File: config.mk
export PLATFORM = sky130hd
export DESIGN_NAME = aes_axis_blk_tx
export DESIGN_NICKNAME = d
export VERILOG_FILES = /design/src/rtl/aes_axis_blk_tx_pkg.sv /design/src/rtl/aes_blk_fifo.sv /design/src/rtl/aes_axis_blk_tx.sv
export SDC_FILE = /design/constraint.sdc
export NUM_CORES = 1
export LEC_CHECK = 0
export ABC_AREA = 1
export CAP_MARGIN = 20
export CORE_UTILIZATION = 45
export CTS_CLUSTER_DIAMETER = 120
export DETAILED_ROUTE_END_ITERATION = 6
export PLACE_DENSITY = 0.65
export SLEW_MARGIN = 10
export SYNTH_ARGS = -nofsm -noshare
export SYNTH_HDL_FRONTEND = slang
export SYNTH_HIERARCHICAL = 1
export SYNTH_SLANG_ARGS = --single-unit
export TNS_END_PERCENT = 30
File: constraint.sdc
create_clock -name aclk -period 6.65 [get_ports aclk]
set_input_delay 1.33 -clock aclk [delete_from_list [all_inputs] [get_ports aclk]]
set_output_delay 1.33 -clock aclk [all_outputs]
set_load 0.1 [all_outputs]
File: src/rtl/aes_axis_blk_tx_pkg.sv
// Shared AES stream definitions: block/word/byte sizes, transmit FSM states and the
// per-word byte swap reused by both the input packer and the output serializer.
package aes_axis_blk_tx_pkg;

   localparam int BLK_S  = 128;
   localparam int WORD_S = 32;
   localparam int BYTE_S = 8;

   typedef enum logic {
      ST_IDLE = 1'b0,
      ST_SEND = 1'b1
   } tx_state_e;

   // The core emits words big-endian; the driver reads them little-endian.
   function automatic logic [WORD_S-1:0] swap_bytes32(input logic [WORD_S-1:0] w);
      logic [WORD_S-1:0] r;
      r = '0;
      for (int i = 0; i < WORD_S / BYTE_S; i++) begin
         r[i*BYTE_S +: BYTE_S] = w[WORD_S-BYTE_S-i*BYTE_S +: BYTE_S];
      end
      return r;
   endfunction

endpackage

File: src/rtl/aes_blk_fifo.sv
// Synchronous block FIFO with registered occupancy count; full/empty derive from the
// count only, so ready never depends on the same-cycle pop.
module aes_blk_fifo #(
   parameter int WIDTH = 129,
   parameter int DEPTH = 4
) (
   input  logic                       clk_i,
   input  logic                       rst_ni,
   input  logic                       wr_en_i,
   input  logic [WIDTH-1:0]           wr_data_i,
   input  logic                       rd_en_i,
   output logic [WIDTH-1:0]           rd_data_o,
   output logic                       full_o,
   output logic                       empty_o,
   output logic [$clog2(DEPTH):0]     count_o
);

   localparam int AW = $clog2(DEPTH);

   logic [WIDTH-1:0] mem_q [DEPTH];
   logic [AW-1:0]    wr_ptr_q, rd_ptr_q;
   logic [AW:0]      count_q;
   logic             do_wr, do_rd;

   assign full_o    = (count_q == (AW+1)'(DEPTH));
   assign empty_o   = (count_q == '0);
   assign count_o   = count_q;
   assign do_wr     = wr_en_i && !full_o;
   assign do_rd     = rd_en_i && !empty_o;
   assign rd_data_o = mem_q[rd_ptr_q];

   always_ff @(posedge clk_i or negedge rst_ni) begin
      if (!rst_ni) begin
         wr_ptr_q <= '0;
         rd_ptr_q <= '0;
         count_q  <= '0;
      end else begin
         if (do_wr) wr_ptr_q <= wr_ptr_q + AW'(1);
         if (do_rd) rd_ptr_q <= rd_ptr_q + AW'(1);
         case ({do_wr, do_rd})
            2'b10:   count_q <= count_q + (AW+1)'(1);
            2'b01:   count_q <= count_q - (AW+1)'(1);
            default: count_q <= count_q;
         endcase
      end
   end

   // Storage is not reset; the pointers alone define what is valid.
   always_ff @(posedge clk_i) begin
      if (do_wr) mem_q[wr_ptr_q] <= wr_data_i;
   end

endmodule

File: src/rtl/aes_axis_blk_tx.sv
// Buffers 128-bit result blocks and serializes each into four byte-swapped 32-bit
// AXI-Stream beats, asserting tlast on the final beat of a packet's last block.
module aes_axis_blk_tx
   import aes_axis_blk_tx_pkg::*;
#(
   parameter int FIFO_DEPTH = 4,
   parameter int BLK_W      = BLK_S,
   parameter int WORD_W     = WORD_S
) (
   input  logic              aclk,
   input  logic              aresetn,
   input  logic [0:BLK_W-1]  blk_in,
   input  logic              blk_in_last,
   input  logic              blk_in_valid,
   output logic              blk_in_ready,
   output logic [WORD_W-1:0] m_axis_tdata,
   output logic              m_axis_tvalid,
   output logic              m_axis_tlast,
   input  logic              m_axis_tready
);

   localparam int BEATS = BLK_W / WORD_W;
   localparam int CNT_W = $clog2(BEATS);
   localparam logic [CNT_W-1:0] LAST_CNT = CNT_W'(BEATS - 1);

   tx_state_e             state_q, state_d;
   logic [BLK_W-1:0]      sr_q;
   logic                  last_q;
   logic [CNT_W-1:0]      cnt_q;
   logic [BLK_W:0]        head;
   logic                  fifo_full, fifo_empty, pop, hs;
   logic [$clog2(FIFO_DEPTH):0] fifo_count;

   aes_blk_fifo #(
      .WIDTH (BLK_W + 1),
      .DEPTH (FIFO_DEPTH)
   ) u_fifo (
      .clk_i     (aclk),
      .rst_ni    (aresetn),
      .wr_en_i   (blk_in_valid),
      .wr_data_i ({blk_in, blk_in_last}),
      .rd_en_i   (pop),
      .rd_data_o (head),
      .full_o    (fifo_full),
      .empty_o   (fifo_empty),
      .count_o   (fifo_count)
   );

   assign blk_in_ready = !fifo_full;
   assign hs           = m_axis_tvalid && m_axis_tready;

   always_ff @(posedge aclk or negedge aresetn) begin
      if (!aresetn) state_q <= ST_IDLE;
      else          state_q <= state_d;
   end

   // A pop on the final beat reloads the shift register so blocks stream without a bubble.
   always_comb begin
      state_d = state_q;
      pop     = 1'b0;
      case (state_q)
         ST_IDLE: begin
            if (!fifo_empty) begin
               pop     = 1'b1;
               state_d = ST_SEND;
            end
         end
         ST_SEND: begin
            if (hs && cnt_q == LAST_CNT) begin
               if (!fifo_empty) pop = 1'b1;
               else             state_d = ST_IDLE;
            end
         end
         default: state_d = ST_IDLE;
      endcase
   end

   always_comb begin
      m_axis_tvalid = (state_q == ST_SEND);
      m_axis_tdata  = m_axis_tvalid ? swap_bytes32(sr_q[BLK_W-1 -: WORD_W]) : '0;
      m_axis_tlast  = m_axis_tvalid && last_q && (cnt_q == LAST_CNT);
   end

   always_ff @(posedge aclk or negedge aresetn) begin
      if (!aresetn) begin
         sr_q   <= '0;
         last_q <= 1'b0;
         cnt_q  <= '0;
      end else if (pop) begin
         sr_q   <= head[BLK_W:1];
         last_q <= head[0];
         cnt_q  <= '0;
      end else if (hs) begin
         sr_q   <= sr_q << WORD_W;
         cnt_q  <= cnt_q + CNT_W'(1);
      end
   end

endmodule

==> results of run 1 <==
area by class of cell:
type	count	area, µm²
flip-flops and latches	655	19000
clock buffers	101	2020
repair buffers	193	1920
inverters	505	1910
clock inverters	29	251
fillers	5457	30000
multi-input cells	1274	7180
well taps	846	1060
critical path, delay by kind of cell, from the launching register on:
kind                   cells  cell delay, ns
buffers and inverters      3            1.57
and+or+nand+nor            1            0.12
DFF                        1            0.65
through the flow:
stage	hold slack [ns]	setup slack, ns	power, mW	TNS, ns	util
after global placement	0.460	2.49	10.8	0	0.490
final	0.480	2.35	14.6	0	0.526
after floorplan	0.442	-0.809	9.63	-417.25	-
after CTS	0.483	2.30	14.7	0	0.526
after detailed placement	0.467	2.74	10.9	0	0.490
after global routing	0.503	2.22	15.4	0	0.526
flip-flops by register name, summed over array words and instances, names as in the netlist:
| name | flops |
|---|---|
| u_fifo/mem_q | 516 |
| sr_q | 128 |
| u_fifo/count_o | 3 |
| cnt_q | 2 |
| u_fifo/rd_ptr_q | 2 |
| u_fifo/wr_ptr_q | 2 |
| last_q | 1 |
| m_axis_tvalid | 1 |
worst min-delay path by stage:
stage,start,end
finish,sr_q[73],sr_q[73]
global route,sr_q[73],sr_q[73]
CTS,sr_q[94],sr_q[94]
detailed placement,sr_q[94],sr_q[94]
global placement,last_q,last_q
floorplan,last_q,last_q
layout by cell type, fill, tap and decap left out, types with 2 or more instances in the layout:
master / instances
edfxtp_1: 516
inv_2: 3
clkinv_2: 9
o21ai_0: 30
o21ai_1: 4
o211ai_1: 59
nand3_1: 201
buf_4: 22
clkbuf_16: 75
inv_1: 498
o211ai_2: 199
ha_1: 6
nand2_4: 2
clkinv_1: 13
nand2_1: 764
bufinv_16: 4
clkbuf_1: 21
clkbuf_8: 5
buf_12: 4
dfrtp_1: 138
clkdlybuf4s50_1: 166
inv_6: 3
nor2_4: 4
cell families after synthesis:
kind of cell             share of synthesized area
AND/OR/NAND/NOR                              0.136
XOR/XNOR                                  0.000303
adder cells (fa/ha/maj)                    0.00329
AO/OA/AOI/OAI                                0.108
buffers and inverters                       0.0962
flip-flops                                   0.657
power by group:
part | total (mW) | internal [mW] | switching, mW
registers | 5.78 | 5.40 | 0.375
logic | 4.98 | 1.35 | 3.63
clock network | 3.83 | 2.28 | 1.56
total | 14.6 | 9.03 | 5.56
per-layer routing:
layer / vias up / GRT usage / share of wire
met2: 472 / 0.355 / 0.50
met4: 4 / 0.0689 / 0.027
met5: - / 0 / 0.00034
li1: 8704 / - / -
met1: 8835 / 0.266 / 0.42
met3: 111 / 0.0359 / 0.050
==> key figures, run 1 <==
Setup path
  • WP data required: 5.32 ns
  • Crit Path Max Fanout: 25
  • CP startpoint kind: flop
  • Slowest CP cell: clkdlybuf4s50_1
  • CP arrival: 2.97 ns
  • Worst setup path endpoint: m_axis_tdata[23]
  • Worst setup path category: flop to primary output
  • Largest stage delay, worst path: 1.12 ns
  • RR Endpoint: u_fifo/count_o[2]
  • Critical Path End Type: primary output
  • RR Startpoint: u_fifo/count_o[1]
  • Crit path cell chain: buf_4 > nand2_1 > inv_1 > clkdlybuf4s50_1
  • CP Launch Point: m_axis_tvalid
  • R2r setup slk: 3.13 ns
  • Cell depth of the worst flop-to-flop path: 16

CTS
  • Post-CTS setup-driven buffer insertion count: 0
  • Gates resized, CTS repair: 0
  • CTS Hold Bufs: 0
  • Worst skew pair latency: 0.61 ns
  • H-tree depth: 3
  • Register clock-pin slew on the reported worst setup and hold paths: 0.06 ns
  • Clock Path Buffers: 3
  • Sink Count: between 600 and 700
  • Clock buffer count from CTS: 70
  • Root Buffer: clkbuf_16
  • TritonCTS clock tree: done

Routing
  • Via/cell ratio: ~5.0
  • # DRC: 0
  • Final WL: between 60,000 and 70,000 µm
  • Post-DRT Antenna Nets: 0
  • Per-cell routed wire length: 18.5 µm
  • DR vias: 18,100
  • 1st-pass router iterations: 5
  • Initial DRC Count: 1,407

STA
  • Final Max Tran Viols: 0
  • Final hold vios: 0
  • Min Tclk post-route: 4.30 ns
  • RSZ-0062 raised after global routing: false
  • Final clock skew: 0.0261 ns
  • Final setup vio count: 0
  • Slew headroom: 0.251
  • Fmax: roughly 230 MHz
  • Slew @ Worst Pin: ~1.1 ns
  • Fin crit share: 0.646

Global routing
  • Vias in the first global route: 18,200
  • Congestion Overflow GR: 0
  • Initial antenna violation count: 2
  • Gr usage total: 0.207
  • First-pass GRT wire length: approximately 100,000 µm
  • Largest net degree at the start of global routing: around 170

Cells and area
  • # nets final: 2,839
  • Post-Layout Inst Area: 33,300 µm²
  • Ratio of cells with drive above 1 in the final layout: 0.122
  • Final cell count without fillers: 3,603
  • Syn-to-layout area delta: 15.3%
  • Antenna Cells: 0

Worst hold path
  • Worst Hold Path Cells: 2
  • Hold Crit Class: flop to flop

Yosys
  • Synthesized area: 28,900 µm²
  • Async SR Flop Fraction: 0.212
  • Seq/Total Area, Yosys: 0.657
  • Most frequent cell after synthesis: nand2_1
  • Yosys warns: 6
  • Synthesis-stage register bit count: around 660
  • Top cells by instance count after synthesis: nand2_1 (764), edfxtp_1 (516), inv_1 (498)
  • Syn Area/Cell: ~11 µm²
  • Post-synth cell types: 23
  • Synth top area cells: edfxtp_1 (54%), dfrtp_1 (12%), nand2_1 (9.9%)
  • Post-synth EDFFs: 516
  • Main synth FF type: edfxtp_1
  • Area leader, netlist: edfxtp_1
  • Post-Synthesis Cells: 2,581
  • Share of the synthesized area in the top cell type: 0.536
  • Net count after synthesis: 2,721

Job
  • Total of max-cap violations: 0

Place
  • PortBufs: 167
  • DP Wirelength: 40,800 µm
  • Placer Congestion: 0.818
  • Inst Count DP: 3,473
  • Placed Area: between 30,000 and 40,000 µm²

Floorplanning
  • Die ar.: ~65,000 µm²
  • Die W: 255 µm
  • Core Region: 63,300 µm²
  • Starting Density: 0.456
  • Site row count: 92
  • Die H: between 200 and 300 µm
  • Ports: 168

Power and ir drop
  • PwrDens: 438 nW/µm²
  • Leak pwr: 14.7 nW
  • Maximum vdd drop: between 0.3 and 0.4 mV

Run status
  • Outcome: finished, final reports clean
(Power assumes the default switching activity.)
==> inputs of run 2 (changes only) <==
- PLACE_DENSITY: 0.65 -> default
- clock period: 6.65 -> 4.1 ns (I/O delays scaled with it)
==> key figures, run 2 (synthesized netlist as in run 1, its figures left out) <==
Run status
  • Outcome: finished with violations
  • Failing checks: design-rule violations

CTS
  • H-tree depth: 3 (unchanged)
  • Post-CTS setup-driven buffer insertion count: 0 (unchanged)
  • Sink Count: 655 (unchanged)
  • Clock Path Buffers: 3 (unchanged)
  • Gates resized, CTS repair: 0 (unchanged)
  • Clock buffer count from CTS: 71 (+1.4%)
  • Worst skew pair latency: 0.61 ns (about the same)
  • Root Buffer: clkbuf_16
  • CTS Hold Bufs: 0 (unchanged)
  • Register clock-pin slew on the reported worst setup and hold paths: 0.06 ns (about the same)
  • TritonCTS clock tree: done

Routing
  • # DRC: 2 (+2)
  • Final WL: 68,100 µm (+2.1%)
  • Via/cell ratio: 4.99 (-0.83%)
  • 1st-pass router iterations: 7 (+2)
  • Initial DRC Count: 1,184 (-16%)
  • Per-cell routed wire length: 18.8 µm (+1.6%)
  • DR vias: 18,100 (-0.39%)
  • Post-DRT Antenna Nets: 0 (unchanged)

STA
  • Final setup vio count: 0 (unchanged)
  • Fmax: around 310 MHz
  • Fin crit share: 0.792
  • Setup TNS: 0 ns (unchanged)
  • Final clock skew: 0.0272 ns (+0.00111 ns)
  • Worst setup margin: 0.854 ns (-1.50 ns)
  • Slew headroom: 0.264 (+0.0125)
  • Slew @ Worst Pin: 1.10 ns (-0.0187 ns)
  • Min Tclk post-route: 3.25 ns
  • Final Max Tran Viols: 0 (unchanged)
  • RSZ-0062 raised after global routing: false
  • Final hold vios: 0 (unchanged)

Setup path
  • Slowest CP cell: clkdlybuf4s50_1
  • WP data required: 3.28 ns (-2.04 ns)
  • RR Endpoint: u_fifo/count_o[1]
  • R2r setup slk: 1.60 ns (-1.53 ns)
  • CP startpoint kind: flop
  • Cell repeated most along the worst path: inv_1
  • Crit path buffers/inverters: 4 (+1)
  • Crit path cell chain: inv_2 > nand3_1 > inv_1 > inv_1 > clkdlybuf4s50_1
  • RR Startpoint: u_fifo/count_o[2]
  • Critical Path End Type: primary output
  • Crit Path Max Fanout: 4 (-84%)
  • Worst setup path category: flop to primary output
  • CP arrival: 2.43 ns (-0.54 ns)
  • Largest stage delay, worst path: 1.12 ns (about the same)
  • Crit-path leading delay family: buffers and inverters
  • Cell depth of the worst flop-to-flop path: 12 (-4)

Global routing
  • Vias in the first global route: 18,000 (-1.2%)
  • First-pass GRT wire length: 105,000 µm (+1.1%)
  • Initial antenna violation count: 5 (+3)
  • Largest net degree at the start of global routing: 117 (-31%)
  • Congestion Overflow GR: 0 (unchanged)
  • Gr usage total: 0.210 (+0.00305)

Job
  • Total of max-cap violations: 0 (unchanged)

Cells and area
  • Ratio of cells with drive above 1 in the final layout: 0.138 (+0.0154)
  • Final cell count without fillers: 3,619 (+0.44%)
  • Max reg flops: 516 (unchanged)
  • # nets final: 2,852 (+0.46%)
  • Most common cell after layout, fill and taps aside: nand2_1
  • Syn-to-layout area delta: 15.8%
  • Most frequent cells in the layout: nand2_1 (764), edfxtp_1 (516), inv_1 (498), nand3_1 (201), o211ai_2 (199)
  • Top reg by flops: u_fifo/mem_q

Floorplanning
  • Starting Density: 0.456 (unchanged)
  • Site row count: 92 (unchanged)
  • Core Region: 63,300 µm² (unchanged)
  • Ports: 168 (unchanged)
  • Die ar.: 65,200 µm² (unchanged)
  • Die W: 255 µm (unchanged)
  • Die H: 255 µm (unchanged)

Power and ir drop
  • Maximum vdd drop: 0.407 mV (+17%)
  • PwrDens: 710 nW/µm² (+62%)
  • Leak pwr: 14.8 nW (+0.98%)

Place
  • Inst Count DP: 3,485 (+0.35%)
  • DP Wirelength: 41,600 µm (+1.9%)
  • Placer Congestion: 0.819 (about the same)
  • Worst slack, placed: 1.03 ns (-1.71 ns)
  • PortBufs: 167 (unchanged)

Worst hold path
  • Hold Crit Class: input pin to async pin
-- run 2: per-stage QoR --
stage	util	cell area [µm²]	hold slack, ns	total power [mW]
floorplan	-	28900	0.442	15.5
detailed placement	0.493	31200	0.467	17.9
global route	0.528	33500	0.293	25.1
global placement	0.493	31200	0.464	17.8
CTS	0.528	33400	0.270	24.0
finish	0.528	33500	0.255	23.7
-- run 2: cell type report --
type / count / area [µm²]
Antenna cell: 4 / 10.0
Timing Repair Buffer: 205 / 2100
Sequential cell: 655 / 19000
Multi-Input combinational cell: 1274 / 7180
Fill cell: 5523 / 29900
Clock buffer: 114 / 2130
Clock inverter: 16 / 86.3
Inverter: 505 / 1910
Tap cell: 846 / 1060
-- run 2: where the power goes --
part           internal [mW]  switching [mW]  total, mW
clock network           3.56            2.51       6.08
logic                   2.33            6.05       8.38
registers               8.76           0.519       9.28
-- run 2: routing by layer --
layer / wire, µm / up-vias / share of wire / track usage
li1: - / 8758 / - / -
met3: 3010 / 117 / 0.044 / 0.0350
met5: 0 / - / 0 / 0
met2: 33300 / 412 / 0.49 / 0.352
met4: 2380 / 0 / 0.035 / 0.0822
met1: 29400 / 8769 / 0.43 / 0.274
-- run 2: how the worst max path moves through the flow --
stage                      start            endpoint  slack, ns  cells past startpoint
2_1_floorplan       blk_in_valid  u_fifo/mem_q[0][0]      -0.71                      2
3_3_place_gp       m_axis_tready   u_fifo/count_o[2]        1.0                     14
3_5_place_dp       m_axis_tready   u_fifo/count_o[2]       1.03                     14
4_1_cts        u_fifo/count_o[1]        blk_in_ready       0.81                      5
5_1_grt        u_fifo/count_o[1]        blk_in_ready       0.75                      5
6_report       u_fifo/count_o[1]        blk_in_ready       0.85                      5
-- run 2: worst register-to-register path: stages (launching register included) --
cell	delay, ns
dfrtp_1	0.40
inv_1	0.09
nand3_1	0.18
inv_1	0.22
clkinv_2	0.12
nand2_4	0.32
inv_2	0.07
nand2_1	0.09
inv_1	0.06
ha_1	0.19
inv_1	0.09
fa_1	0.41
o21ai_0	0.18
==> inputs of run 3 (changes only) <==
- clock period: 4.1 -> 3.3 ns (I/O delays scaled with it)
==> key figures, run 3 (synthesized netlist as in run 1, its figures left out) <==
Run status
  • Outcome: finished, final reports clean

Floorplanning
  • Site row count: 92 (unchanged)
  • Core Region: 63,300 µm² (unchanged)
  • Die W: 255 µm (unchanged)
  • Ports: 168 (unchanged)
  • Starting Density: 0.456 (unchanged)
  • Die H: 255 µm (unchanged)
  • Die ar.: 65,200 µm² (unchanged)

CTS
  • Register clock-pin slew on the reported worst setup and hold paths: 0.06 ns (about the same)
  • Worst skew pair latency: 0.60 ns (about the same)
  • Post-CTS setup-driven buffer insertion count: 0 (unchanged)
  • Clock Path Buffers: 3 (unchanged)
  • Gates resized, CTS repair: 0 (unchanged)
  • CTS Hold Bufs: 0 (unchanged)
  • Clock buffer count from CTS: 73 (+2.8%)
  • Sink Count: 655 (unchanged)
  • TritonCTS clock tree: done
  • H-tree depth: 3 (unchanged)
  • Root Buffer: clkbuf_16

Cells and area
  • Register area: 19,000 µm² (unchanged)
  • Most frequent cells in the layout: nand2_1 (764), edfxtp_1 (516), inv_1 (498), nand3_1 (201), o211ai_2 (199)
  • Final cell count without fillers: 3,628 (+0.25%)
  • Syn-to-layout area delta: 16.6%
  • Fill cell count: 5,545 (+0.40%)
  • Ratio of cells with drive above 1 in the final layout: 0.143 (+0.00526)
  • Top reg by flops: u_fifo/mem_q
  • Post-Layout Inst Area: 33,700 µm² (+0.74%)
  • # nets final: 2,860 (+0.28%)
  • Multi-input logic area: 7180 µm² (unchanged)
  • Max reg flops: 516 (unchanged)
  • Most common cell after layout, fill and taps aside: nand2_1

Global routing
  • First-pass GRT wire length: 105,000 µm (about the same)
  • Largest net degree at the start of global routing: 132 (+13%)
  • Congestion Overflow GR: 0 (unchanged)
  • Vias in the first global route: 18,100 (+0.48%)
  • Initial antenna violation count: 3 (-2)
  • Gr usage total: 0.211 (+0.000376)

Power and ir drop
  • Switching part of the total: 0.380 (-0.00284)
  • Cell Int Power: 18.7 mW (+27%)
  • Maximum vdd drop: 0.530 mV (+30%)
  • PwrDens: 893 nW/µm² (+26%)
  • Combinational power share: 0.352 (about the same)
  • Leak pwr: 14.9 nW (+0.80%)
  • Switching power: 11.4 mW (+26%)
  • Clk pwr share: 0.266 (+0.010)
  • Sequential Power Share: 0.382 (-0.009)

Setup path
  • Cell repeated most along the worst path: buf_4
  • R2r setup slk: 0.83 ns (-0.77 ns)
  • Largest stage delay, worst path: 0.45 ns (-0.67 ns)
  • WP data required: 2.64 ns (-0.64 ns)
  • RR Startpoint: u_fifo/count_o[2]
  • Critical Path End Type: primary output
  • Crit path cell chain: buf_4 > nand2_1 > inv_1 > buf_4
  • CP Launch Point: m_axis_tvalid
  • RR Endpoint: sr_q[106]
  • Cell depth of the worst flop-to-flop path: 9 (-3)
  • CP arrival: 2.00 ns (-0.43 ns)
  • Crit Path Max Fanout: 35 (+31)
  • Worst setup path endpoint: m_axis_tdata[14]
  • Worst setup path category: flop to primary output
  • CP startpoint kind: flop
  • Slowest CP cell: dfrtp_1

STA
  • Final hold vios: 0 (unchanged)
  • Worst setup margin: 0.636 ns (-0.219 ns)
  • Final clock skew: 0.0176 ns (-0.00952 ns)
  • Slew @ Worst Pin: 1.12 ns (+0.0145 ns)
  • Fin Hold WS: 0.0723 ns (-0.183 ns)
  • RSZ-0062 raised after global routing: false
  • Fin crit share: 0.807
  • Final Max Tran Viols: 0 (unchanged)
  • Fmax: 375 MHz
  • Min Tclk post-route: 2.66 ns
  • Slew headroom: 0.254 (-0.00966)
  • Final setup vio count: 0 (unchanged)

Place
  • PortBufs: 167 (unchanged)
  • DP Wirelength: 41,500 µm (-0.14%)
  • Worst slack, placed: 0.559 ns (-0.470 ns)
  • Inst Count DP: 3,491 (+0.17%)
  • Placer Congestion: 0.838 (+2.3%)
  • Placed Area: 31,300 µm² (+0.30%)

Routing
  • 1st-pass router iterations: 5 (-2)
  • Per-cell routed wire length: 18.7 µm (-0.51%)
  • Post-DRT Antenna Nets: 0 (unchanged)
  • Final WL: 67,900 µm (-0.26%)
  • DR vias: 18,200 (+0.56%)
  • Via/cell ratio: 5.00 (+0.31%)
  • # DRC: 0 (-2)
  • Initial DRC Count: 1,256 (+6.1%)

Worst hold path
  • Hold Crit Class: input pin to async pin

Job
  • Total of max-cap violations: 0 (unchanged)
[run 3: worst min path at each step]
stage | start | to | slack (ns) | cells after the start
after floorplan | aresetn | cnt_q[0] | 0.36 | 0
after global placement | last_q | last_q | 0.46 | 2
after detailed placement | sr_q[111] | sr_q[111] | 0.47 | 2
after CTS | aresetn | sr_q[114] | 0.08 | 1
after global routing | aresetn | sr_q[119] | 0.11 | 1
final | aresetn | sr_q[119] | 0.07 | 1
[run 3: per-stage QoR]
| step | utilization | setup TNS, ns | total power [mW] |
|---|---|---|---|
| final | 0.532 | 0 | 30.1 |
| after global routing | 0.532 | 0 | 31.8 |
| after CTS | 0.532 | 0 | 30.4 |
| after detailed placement | 0.495 | 0 | 22.4 |
| after global placement | 0.495 | 0 | 22.2 |
| after floorplan | - | -698.73 | 19.3 |
[run 3: critical path: cells and delay by family (launching register included)]
kind,cells,cell delay [ns]
and+or+nand+nor,1,0.16
buffers and inverters,3,0.77
DFF,1,0.45
[run 3: final cells by class]
cell class | instances | share of cell area
clock inverters | 29 | 0.00817
diodes | 3 | 0.000223
repair buffers | 211 | 0.0650
flip-flops and latches | 655 | 0.563
well taps | 846 | 0.0314
clock buffers | 105 | 0.0624
inverters | 505 | 0.0567
multi-input cells | 1274 | 0.213
[run 3: layer usage]
metal	GRT usage	vias up	wire (µm)
li1	-	8763	-
met1	0.268	8879	28700
met2	0.363	409	34300
met3	0.0373	106	3100
met4	0.0703	0	1810
met5	0	-	0
[run 3: power groups by stage]
stage / combinational (mW) / sequential, mW / clock (mW)
final: 10.6 / 11.5 / 8.02
after global placement: 10.6 / 11.6 / 0
after floorplan: 7.67 / 11.6 / 0
after CTS: 10.8 / 11.5 / 8.17
after global routing: 11.6 / 11.6 / 8.47
after detailed placement: 10.7 / 11.6 / 0
